**src/rtl/csa3_serial_pkg.sv**
```systemverilog
// Shared types and constants for the digit-serial three-operand adder.
// One digit is two bits; the inter-digit carry spans 0..2.
package csa3_serial_pkg;

  typedef enum logic [1:0] {
    IDLE,
    RUN,
    DONE
  } state_e;

  localparam int DIGIT_W       = 2;
  localparam int CARRY_W       = 2;
  localparam int MAX_DIGIT_SUM = 11;

  function automatic int digit_count(input int width);
    return width / DIGIT_W;
  endfunction

endpackage

```
**src/rtl/csa3_digit_slice.sv**
```systemverilog
// Combinational 3-input 2-bit digit slice with a multi-valued carry (0..2).
// Sums three digits plus the incoming carry; largest total is 3+3+3+2 = 11.
module csa3_digit_slice
  import csa3_serial_pkg::*;
(
  input  logic [DIGIT_W-1:0] a,
  input  logic [DIGIT_W-1:0] b,
  input  logic [DIGIT_W-1:0] c,
  input  logic [CARRY_W-1:0] cin,
  output logic [DIGIT_W-1:0] digit,
  output logic [CARRY_W-1:0] cout
);

  localparam int SUM_W = $clog2(MAX_DIGIT_SUM + 1);

  logic [SUM_W-1:0] digit_sum;

  always_comb begin
    digit_sum = SUM_W'(a) + SUM_W'(b) + SUM_W'(c) + SUM_W'(cin);
    digit     = digit_sum[DIGIT_W-1:0];
    cout      = digit_sum[SUM_W-1:DIGIT_W];
  end

endmodule

```
**src/rtl/csa3_serial_digit_adder.sv**
```systemverilog
// Digit-serial three-operand adder: accepts a triple, walks it two bits per
// cycle through a single digit slice, and hands the exact sum downstream.
module csa3_serial_digit_adder
  import csa3_serial_pkg::*;
#(
  parameter int WIDTH = 16
) (
  input  logic             clk,
  input  logic             rst_n,
  input  logic             in_valid,
  output logic             in_ready,
  input  logic [WIDTH-1:0] in1,
  input  logic [WIDTH-1:0] in2,
  input  logic [WIDTH-1:0] in3,
  output logic             out_valid,
  input  logic             out_ready,
  output logic [WIDTH+1:0] sum,
  output logic             busy
);

  localparam int N     = digit_count(WIDTH);
  localparam int CNT_W = (N > 1) ? $clog2(N) : 1;

  state_e             state_q, state_d;
  logic [WIDTH-1:0]   op1_q, op1_d;
  logic [WIDTH-1:0]   op2_q, op2_d;
  logic [WIDTH-1:0]   op3_q, op3_d;
  logic [WIDTH-1:0]   result_q, result_d;
  logic [CARRY_W-1:0] carry_q, carry_d;
  logic [CNT_W-1:0]   cnt_q, cnt_d;
  logic [WIDTH+1:0]   sum_q, sum_d;

  logic [DIGIT_W-1:0] slice_digit;
  logic [CARRY_W-1:0] slice_cout;
  logic [WIDTH+1:0]   result_ext;

  csa3_digit_slice u_slice (
    .a     (op1_q[DIGIT_W-1:0]),
    .b     (op2_q[DIGIT_W-1:0]),
    .c     (op3_q[DIGIT_W-1:0]),
    .cin   (carry_q),
    .digit (slice_digit),
    .cout  (slice_cout)
  );

  always_ff @(posedge clk or negedge rst_n) begin
    if (!rst_n) begin
      state_q  <= IDLE;
      op1_q    <= '0;
      op2_q    <= '0;
      op3_q    <= '0;
      result_q <= '0;
      carry_q  <= '0;
      cnt_q    <= '0;
      sum_q    <= '0;
    end else begin
      state_q  <= state_d;
      op1_q    <= op1_d;
      op2_q    <= op2_d;
      op3_q    <= op3_d;
      result_q <= result_d;
      carry_q  <= carry_d;
      cnt_q    <= cnt_d;
      sum_q    <= sum_d;
    end
  end

  // New digits enter the result from the MSB end so digit 0 lands at bit 0.
  always_comb begin
    state_d    = state_q;
    op1_d      = op1_q;
    op2_d      = op2_q;
    op3_d      = op3_q;
    result_d   = result_q;
    carry_d    = carry_q;
    cnt_d      = cnt_q;
    sum_d      = sum_q;
    result_ext = {slice_digit, result_q};

    unique case (state_q)
      IDLE: begin
        if (in_valid) begin
          op1_d   = in1;
          op2_d   = in2;
          op3_d   = in3;
          carry_d = '0;
          cnt_d   = '0;
          state_d = RUN;
        end
      end
      RUN: begin
        op1_d    = op1_q >> DIGIT_W;
        op2_d    = op2_q >> DIGIT_W;
        op3_d    = op3_q >> DIGIT_W;
        result_d = WIDTH'(result_ext >> DIGIT_W);
        carry_d  = slice_cout;
        cnt_d    = cnt_q + CNT_W'(1);
        if (cnt_q == CNT_W'(N - 1)) begin
          sum_d   = {slice_cout, result_d};
          state_d = DONE;
        end
      end
      DONE: begin
        if (out_ready) begin
          state_d = IDLE;
        end
      end
      default: state_d = IDLE;
    endcase
  end

  assign in_ready  = (state_q == IDLE);
  assign out_valid = (state_q == DONE);
  assign busy      = (state_q != IDLE);
  assign sum       = sum_q;

endmodule

```
**config.mk**
```make
export PLATFORM = sky130hd
export DESIGN_NAME = csa3_serial_digit_adder
export DESIGN_NICKNAME = d
export VERILOG_FILES = /design/src/rtl/csa3_serial_pkg.sv /design/src/rtl/csa3_digit_slice.sv /design/src/rtl/csa3_serial_digit_adder.sv
export SDC_FILE = /design/constraint.sdc
export NUM_CORES = 1
export LEC_CHECK = 0
export CORE_MARGIN = 5
export CORE_UTILIZATION = 45
export CTS_CLUSTER_SIZE = 14
export DETAILED_ROUTE_END_ITERATION = 7
export PLACE_DENSITY_LB_ADDON = 0.15
export REMOVE_ABC_BUFFERS = 1
export SYNTH_ARGS = -nofsm -noshare
export SYNTH_HDL_FRONTEND = slang
export SYNTH_SLANG_ARGS = --single-unit
```
**constraint.sdc**
```tcl
create_clock -name clk -period 6 [get_ports clk]
set_input_delay 1.2 -clock clk [delete_from_list [all_inputs] [get_ports clk]]
set_output_delay 1.2 -clock clk [all_outputs]
set_load 0.02 [all_outputs]
```
==> reports/metrics.csv, run 1 <==
stage,metric,value,unit
global_routing,initial antenna violation count,0,
logic_synthesis,Synth Area per Inst,10.8,um^2
global_routing,largest net degree at the start of global routing,54,
global_routing,GRT Residual Overflow,0,
logic_synthesis,ys flop type,dfrtp_1,
setup_path,CP startpoint kind,register,
place,placed instance area,4560,um^2
timing,PnR worst setup slack,2.89,ns
layout,Multi-input gate area,1470,um^2
global_routing,first-pass GRT wire length,14100,um
timing,minimum clock period,3.11,ns
cts,Clock Latency Late Sink,0.36,ns
logic_synthesis,asr flop ratio synth,1.00,
place,DP HPWL,5560,um
hold_path,HP Start,result_q[2],
timing,RSZ-0062 raised after global routing,false,
cts,# H-tree levels,3,
power_and_ir_drop,Comb pwr share,0.421,
routing,Remaining DRCs,0,
cts,CTS tree,yes,
timing,post-route clock period utilization,0.519,
cts,Hold Buf Count CTS,0,
layout,final instance area,4790,um^2
floorplan,IO Count,73,
logic_synthesis,Netlist Area Pre-Place,3800,um^2
layout,Reg area,2180,um^2
floorplan,Initial Util,0.463,
setup_path,r2r endpoint,sum[16],
setup_path,Worst setup EP type,output pin,
timing,Final Hold Vio Count,0,
hold_path,worst hold stages,2,
setup_path,worst setup path class,register to output pin,
layout,FILL cells,708,
setup_path,"reg-to-reg slack, setup",3.28,ns
timing,fin. max-slew vios,0,
hold_path,hold endpoint,result_q[2],
setup_path,crit-path max FO,16,
place,GP Congestion,0.740,
setup_path,R2R Path Start,op1_q[0],
setup_path,CP max stage delay,0.69,ns
logic_synthesis,"EDFF count, synth",0,
timing,Slew @ Worst Pin,1.08,ns
logic_synthesis,Yosys cell types,27,
cts,CTS Buf Count,9,
logic_synthesis,"Seq/Total Area, Yosys",0.572,
timing,f_max,321,MHz
hold_path,HP Class,register to register,
routing,ANT nets after route,0,
floorplan,Die Width,102,um
routing,Vias,2959,
setup_path,Buf/Inv on CP,2,
power_and_ir_drop,VDD IR max,0.204,mV
cts,clock-pin slew on the worst setup and hold paths,0.10,ns
routing,DRT Wirelength,8520,um
power_and_ir_drop,sequential share of power,0.404,
timing,Clock Skew,0.0160,ns
timing,Rel. slew slack,0.279,
layout,final net count,472,
logic_synthesis,post-synthesis cell type with the largest combined area,dfrtp_1,
routing,initial drt markers,134,
power_and_ir_drop,NetSw,1010,uW
routing,Detailed Routing Iterations Pass 1,4,
cts,CTS sink count,87,
setup_path,CP Data Arrival Time,1.91,ns
power_and_ir_drop,switch share,0.381,
cts,CTS root buf,clkbuf_8,
place,pre-CTS setup slack,2.85,ns
layout,area delta synth->final,25.9,%
power_and_ir_drop,leak pwr,0.00207,uW
layout,antenna cells,0,
setup_path,cells along the critical path,nor2_1 -> inv_1 -> clkdlybuf4s50_1,
logic_synthesis,synthesized instance count,352,
setup_path,"delay-heaviest family, CP",flip-flops,
global_routing,Global Route Usage Sum,0.170,
setup_path,Critical-path top delay cell,dfrtp_1,
power_and_ir_drop,PD cells,551,nW/um^2
timing,setup TNS,0,ns
run,Max-Cap Viols,0,
place,I/O Buffers,72,
floorplan,Die Y,102,um
floorplan,die area,10400,um^2
setup_path,Register-to-Register Path Depth,8,
setup_path,CP required,4.80,ns
power_and_ir_drop,Pint,1630,uW
routing,WL per Instance,16.3,um
timing,setup violators final,0,
layout,share of layout cells above drive strength 1,0.108,
floorplan,Core Area,8220,um^2
power_and_ir_drop,clock power share,0.175,
cts,clock buffer depth,2,
logic_synthesis,Yosys top cell area share,0.572,
cts,# resized after CTS,0,
logic_synthesis,Ys Warns,0,
global_routing,vias in the first global route,2880,
cts,post-CTS setup buffer count,0,
routing,Vias/cell,5.67,
logic_synthesis,"top cells by area, synth","dfrtp_1, o22ai_1, a21oi_1",
outcome,status,completed,
logic_synthesis,Yosys reg bits,87,
floorplan,Site Rows,33,
## Yosys cell counts, drive strengths merged (3+ instances only)
cell    number
o21ai       13
mux2        18
inv          7
fa           4
o22ai       77
ha           4
nand2b       4
dfrtp       87
a22o         3
buf         16
clkbuf      12
nand2       51
a21oi       39
nor2         5
## cell usage in the layout (no fill, tap or decap), drive strengths merged
cell | synthesis | layout
dfrtp | 87 | 87
o22ai | 77 | 77
clkdlybuf4s50 | 0 | 71
nand2 | 51 | 51
a21oi | 39 | 39
mux2 | 18 | 18
o21ai | 13 | 13
inv | 7 | 10
clkbuf | 12 | 9
buf | 16 | 6
nor2 | 5 | 5
fa | 4 | 4
ha | 4 | 4
nand2b | 4 | 4
a22o | 3 | 3
nand3b | 2 | 2
o221a | 2 | 2
a2bb2oi | 2 | 2
bufinv | 0 | 2
clkinvlp | 0 | 2
clkinv | 1 | 1
or2 | 1 | 1
a22oi | 1 | 1
and2b | 1 | 1
nor2b | 1 | 1
o31ai | 1 | 1
## state kept, by name (all words and copies together) (netlist names)
name	cells
state_q	2
result_q	14
cnt_q	3
carry_q	2
op3_q	16
sum	18
op2_q	16
op1_q	16
## stage by stage
stage / std cells / power (uW) / utilization / hold slack (ns)
final: 522 / 2640 / 0.583 / 0.486
after global routing: 522 / 2830 / 0.583 / 0.520
after CTS: 522 / 2670 / 0.583 / 0.494
after detailed placement: 506 / 2210 / 0.556 / 0.469
after global placement: 506 / 2150 / 0.556 / 0.458
after floorplan: 324 / 1790 / - / 0.442
## power groups by stage
| stage | clock network (uW) | logic, uW | registers [uW] |
|---|---|---|---|
| after floorplan | 0 | 700 | 1090 |
| after CTS | 472 | 1130 | 1060 |
| after detailed placement | 0 | 1130 | 1080 |
| after global routing | 496 | 1230 | 1100 |
| after global placement | 0 | 1090 | 1060 |
| final | 462 | 1110 | 1060 |
## metal layers
metal | GRT usage | part of all wire | vias to the layer above
li1 | - | - | 1409
met1 | 0.250 | 0.47 | 1467
met2 | 0.261 | 0.47 | 73
met3 | 0.0294 | 0.044 | 10
met4 | 0.0484 | 0.013 | 0
met5 | 0 | 0 | -
## worst min-delay path, stage by stage (launching register included)
cell	delay, ns
dfrtp_1	0.35
nand2_1	0.05
nand2_1	0.05
## how the worst max path moves through the flow
| stage | from | to | slack [ns] | cells after the start |
|---|---|---|---|---|
| floorplan | state_q[1] | out_valid | 3.11 | 2 |
| CTS | state_q[0] | in_ready | 2.89 | 2 |
| global route | state_q[0] | in_ready | 2.77 | 2 |
| detailed placement | in_valid | op3_q[7] | 2.85 | 6 |
| global placement | in_valid | op3_q[13] | 2.89 | 6 |
| finish | state_q[0] | busy | 2.89 | 3 |
## area by class of cell
type | count | area share
Clock inverter | 7 | 0.0212
Tap cell | 105 | 0.0274
Inverter | 8 | 0.00627
Multi-Input combinational cell | 229 | 0.307
Timing Repair Buffer | 77 | 0.158
Clock buffer | 9 | 0.0259
Sequential cell | 87 | 0.455
## logic make-up (layout without fill, tap and decap cells)
group	after synthesis	in the layout	share of synthesized area
compound gates	138	138	0.216
buf+inv	36	101	0.0421
simple gates	65	65	0.0730
flops	87	87	0.572
mux	18	18	0.0622
fa+ha+maj	8	8	0.0342
No activity file was read; power rests on OpenSTA's default activity.
==> run 2, diff against run 1 <==
- clock period: 6 -> 3.1 ns (I/O delays scaled with it)
==> reports/metrics.csv, run 2 (synthesis gave the netlist of run 1 again) <==
stage,metric,value,unit,change
timing,post-route clock period utilization,0.869,,
run,Max-Cap Viols,0,,unchanged
layout,max FFs per register,18,,unchanged
cts,CTS root buf,clkbuf_8,,
setup_path,worst setup path class,register to register,,
cts,clock-pin slew on the worst setup and hold paths,0.08,ns,-0.02 ns
floorplan,die area,10400,um^2,unchanged
timing,Final Hold Vio Count,0,,unchanged
setup_path,Buf/Inv on CP,2,,unchanged
timing,setup violators final,0,,unchanged
layout,FILL cells,700,,-1.1%
cts,CTS Buf Count,9,,unchanged
routing,Vias,2940,,-0.64%
setup_path,"delay-heaviest family, CP",adder cells,,
setup_path,CP required,3.33,ns,-1.47 ns
power_and_ir_drop,VDD IR max,0.514,mV,+150%
routing,Detailed Routing Iterations Pass 1,4,,unchanged
setup_path,crit-path max FO,3,,-13
setup_path,crit-path most repeated cell,fa_1,,
routing,Remaining DRCs,0,,unchanged
routing,initial drt markers,119,,-11%
global_routing,largest net degree at the start of global routing,48,,-11%
cts,# H-tree levels,3,,unchanged
routing,WL per Instance,16.3,um,-0.29%
setup_path,cells along the critical path,ha_1 -> fa_1 -> inv_1 -> fa_1 -> inv_1 -> ha_1 -> fa_1 -> mux2_4,,
timing,Rel. slew slack,0.633,,+0.354
layout,share of layout cells above drive strength 1,0.114,,+0.00610
place,GP Congestion,0.803,,+8.5%
setup_path,CP startpoint kind,register,,
cts,CTS tree,yes,,
global_routing,initial antenna violation count,0,,unchanged
setup_path,Critical-path top delay cell,fa_1,,
floorplan,Die Y,102,um,unchanged
floorplan,Core Area,8220,um^2,unchanged
layout,final net count,477,,+1.1%
place,I/O Buffers,72,,unchanged
timing,Clock Skew,0.00700,ns,-0.00902 ns
setup_path,Worst setup EP type,register,,
cts,clock buffer depth,2,,unchanged
floorplan,Initial Util,0.463,,unchanged
layout,most frequent cells in the layout,"dfrtp_1, o22ai_1, clkdlybuf4s50_1",,
floorplan,IO Count,73,,unchanged
timing,Slew @ Worst Pin,0.550,ns,-0.532 ns
timing,setup TNS,0,ns,unchanged
timing,fin. max-slew vios,0,,unchanged
routing,DRT Wirelength,8560,um,+0.47%
setup_path,CP max stage delay,0.48,ns,-0.21 ns
power_and_ir_drop,leak pwr,0.00210,uW,+1.5%
hold_path,HP Class,primary input to asynchronous set/reset pin,,
global_routing,GRT Residual Overflow,0,,unchanged
routing,Vias/cell,5.59,,-1.4%
power_and_ir_drop,PD cells,1050,nW/um^2,+91%
timing,minimum clock period,2.69,ns,
outcome,status,completed,,
timing,f_max,371,MHz,
cts,# resized after CTS,0,,unchanged
timing,RSZ-0062 raised after global routing,false,,
layout,area delta synth->final,26.8,%,
global_routing,vias in the first global route,3051,,+5.9%
layout,"most common cell after layout, fill and taps aside",dfrtp_1,,
place,DP HPWL,5710,um,+2.8%
cts,CTS sink count,87,,unchanged
place,total placed cells including tap cells,511,,+0.99%
cts,Clock Latency Late Sink,0.34,ns,-0.02 ns
setup_path,CP Data Arrival Time,2.93,ns,+1.02 ns
floorplan,Die Width,102,um,unchanged
global_routing,first-pass GRT wire length,14600,um,+3.6%
cts,post-CTS setup buffer count,0,,unchanged
floorplan,Site Rows,33,,unchanged
layout,Post-Layout Cell Count,526,,+0.77%
cts,Hold Buf Count CTS,0,,unchanged
layout,antenna cells,0,,unchanged
global_routing,Global Route Usage Sum,0.177,,+0.00676
routing,ANT nets after route,0,,unchanged
-- run 2: cell types whose count changed in the layout (fill, tap and decap cells not counted), sizes merged --
cell      before  now
clkinv         1    3
clkbuf         9   11
clkinvlp       2    0
buf            6   11
inv           10    7
-- run 2: where the power goes --
group          internal, uW  leakage, uW  switching [uW]  total (uW)
clock                   469     0.000109             375         845
combinational          1060     0.000943            1150        2200
sequential             1670      0.00105             365        2040
-- run 2: path summary, 6_finish.rpt --
path | slack [ns] | to | start | cells past startpoint
hold reg to reg | 0.48 | cnt_q[0] | cnt_q[0] | 1
max in group asynchronous | 2.21 | op3_q[2] | rst_n | 2
setup / recovery | 0.41 | sum[16] | op1_q[0] | 8
hold / removal | 0.25 | sum[0] | rst_n | 1
min in group clk | 0.48 | cnt_q[0] | cnt_q[0] | 1
setup reg to reg | 0.41 | sum[16] | op1_q[0] | 8
-- run 2: layout make-up --
type                       count  area [um^2]  area share
tap                          105          131      0.0272
clock buffer                  11          141      0.0293
clock inverter                 4         70.1      0.0145
timing repair buffer          82          806       0.167
multi-input combinational    229         1470       0.305
inverter                       8         30.0     0.00622
sequential                    87         2180       0.451
-- run 2: per-stage QoR --
step	utilization	total power, uW	hold WS, ns	cell area [um^2]	worst slack [ns]
final	0.587	5090	0.255	4830	0.407
after global routing	0.587	5500	0.288	4830	0.299
after CTS	0.587	5150	0.265	4830	0.409
after detailed placement	0.562	4290	0.464	4610	0.413
after global placement	0.562	4180	0.459	4610	0.451
after floorplan	-	3470	0.324	3670	0.488
-- run 2: routing by layer --
layer  track usage  part of all wire  wire, um
met1         0.242              0.47      4050
met2         0.278              0.47      3990
met3        0.0362             0.048       407
met4        0.0696             0.013       109
met5             0                 0         0
-- run 2: worst register-to-register path, delay by kind of cell (launching register included) --
kind                       cells  cell delay, ns
adders and majority gates      5            1.81
muxes                          1            0.28
DFF                            1            0.40
buffers and inverters          2            0.09
==> run 3, diff against run 2 <==
- CORE_MARGIN: 5 -> unset
- CORE_UTILIZATION: 45 -> 52
- GPL_TIMING_DRIVEN: unset -> 0
==> reports/metrics.csv, run 3 (synthesis gave the netlist of run 1 again) <==
stage,metric,value,unit,change
routing,WL per Instance,16.3,um,about the same
routing,Detailed Routing Iterations Pass 1,4,,unchanged
timing,post-route clock period utilization,0.880,,+0.0118
global_routing,vias in the first global route,2927,,-4.1%
cts,clock-pin slew on the worst setup and hold paths,0.09,ns,about the same
place,GP Congestion,0.753,,-6.3%
layout,area delta synth->final,25.4,%,
outcome,status,completed,,
cts,# H-tree levels,3,,unchanged
timing,minimum clock period,2.73,ns,+0.0365 ns
cts,CTS sink count,87,,unchanged
cts,CTS Buf Count,9,,unchanged
global_routing,initial antenna violation count,0,,unchanged
cts,Clock Latency Late Sink,0.35,ns,about the same
place,pre-CTS setup slack,-0.0858,ns,-0.499 ns
layout,most frequent cells in the layout,"dfrtp_1, o22ai_1, clkdlybuf4s50_1",,
timing,Clock Skew,0.0102,ns,+0.00317 ns
setup_path,crit-path max FO,3,,unchanged
hold_path,HP Class,primary input to asynchronous set/reset pin,,
floorplan,die area,7660,um^2,-26%
cts,CTS root buf,clkbuf_8,,
routing,Vias/cell,5.84,,+4.5%
cts,CTS tree,yes,,
floorplan,IO Count,73,,unchanged
power_and_ir_drop,PD cells,1050,nW/um^2,-0.69%
floorplan,Die Width,87.5,um,-14%
setup_path,CP Data Arrival Time,2.98,ns,+0.05 ns
setup_path,worst setup path class,register to register,,
power_and_ir_drop,VDD IR max,0.510,mV,-0.81%
timing,Rel. slew slack,0.127,,-0.506
routing,Vias,2990,,+1.7%
place,I/O Buffers,72,,unchanged
routing,DRT Wirelength,8330,um,-2.7%
routing,ANT nets after route,0,,unchanged
timing,Final Hold Vio Count,0,,unchanged
cts,post-CTS setup buffer count,0,,unchanged
layout,max FFs per register,18,,unchanged
layout,final instance area,4770,um^2,-1.2%
routing,max layer used,met4,,
cts,# resized after CTS,1,,+1
global_routing,Global Route Usage Sum,0.234,,+0.0579
floorplan,Site Rows,30,,-9.1%
global_routing,largest net degree at the start of global routing,61,,+27%
setup_path,CP required,3.35,ns,+0.02 ns
floorplan,Die Y,87.5,um,-14%
cts,Hold Buf Count CTS,0,,unchanged
timing,Slew @ Worst Pin,1.31,ns,+0.757 ns
global_routing,first-pass GRT wire length,13800,um,-5.1%
layout,final net count,471,,-1.3%
power_and_ir_drop,leak pwr,0.00206,uW,-1.9%
cts,clock buffer depth,2,,unchanged
timing,Min Hold Slack,0.183,ns,-0.0721 ns
floorplan,Core Area,6940,um^2,-15%
place,placed instance area,4580,um^2,-0.65%
routing,Post-Route M1 WL,3710,um,-8.4%
run,Max-Cap Viols,0,,unchanged
routing,Remaining DRCs,0,,unchanged
timing,f_max,366,MHz,-1.3%
timing,PnR worst setup slack,0.371,ns,-0.0365 ns
layout,"most common cell after layout, fill and taps aside",dfrtp_1,,
floorplan,Initial Util,0.548,,+0.0849
setup_path,CP startpoint kind,register,,
timing,fin. max-slew vios,0,,unchanged
timing,setup violators final,0,,unchanged
timing,setup TNS,0,ns,unchanged
timing,RSZ-0062 raised after global routing,false,,
place,DP HPWL,5270,um,-7.8%
layout,antenna cells,0,,unchanged
routing,met2 WL post-DR,4090,um,+2.6%
routing,initial drt markers,166,,+39%
layout,share of layout cells above drive strength 1,0.111,,-0.00344
routing,met3 wire length,407,um,unchanged
global_routing,GRT Residual Overflow,0,,unchanged
setup_path,Worst setup EP type,register,,
setup_path,"reg-to-reg slack, setup",0.37,ns,-0.04 ns
## run 3: cell type report
cell class                      count  area (um^2)
Clock buffer                       10          138
Clock inverter                      6         45.0
Fill cell                         555         2170
Inverter                            8         32.5
Multi-Input combinational cell    229         1470
Sequential cell                    87         2180
Tap cell                           96          120
Timing Repair Buffer               76          787
## run 3: per-layer routing
metal,global-route usage,up-vias
met2,0.381,99
met4,0.0879,0
met1,0.321,1468
met3,0.0358,10
met5,0,-
li1,-,1413
## run 3: final timing paths
path,endpoint,start,cells after the start
worst max-delay path,sum[16],op1_q[0],8
worst min-delay path,op1_q[9],rst_n,1
worst max register to register,sum[16],op1_q[0],8
worst min register to register,result_q[2],result_q[2],2
max in group asynchronous,result_q[11],rst_n,2
min in group clk,result_q[2],result_q[2],2
## run 3: report_power, final
group          internal (uW)  total (uW)  switching [uW]
clock                    315         725             409
sequential              1670        2070             395
combinational           1050        2200            1150
total                   3040        4990            1950
## run 3: per-stage QoR
stage / std cells / util / power [uW]
floorplan: 324 / - / 3470
global placement: 492 / 0.650 / 4130
detailed placement: 496 / 0.660 / 4280
CTS: 512 / 0.687 / 5010
global route: 512 / 0.687 / 5380
finish: 512 / 0.687 / 4990
## run 3: critical path, stage by stage (launching register included)
cell and delay [ns]:
dfrtp_1 0.42, ha_1 0.22, fa_1 0.50, inv_1 0.06, fa_1 0.47, inv_1 0.04, ha_1 0.19, fa_1 0.45
mux2_4 0.28
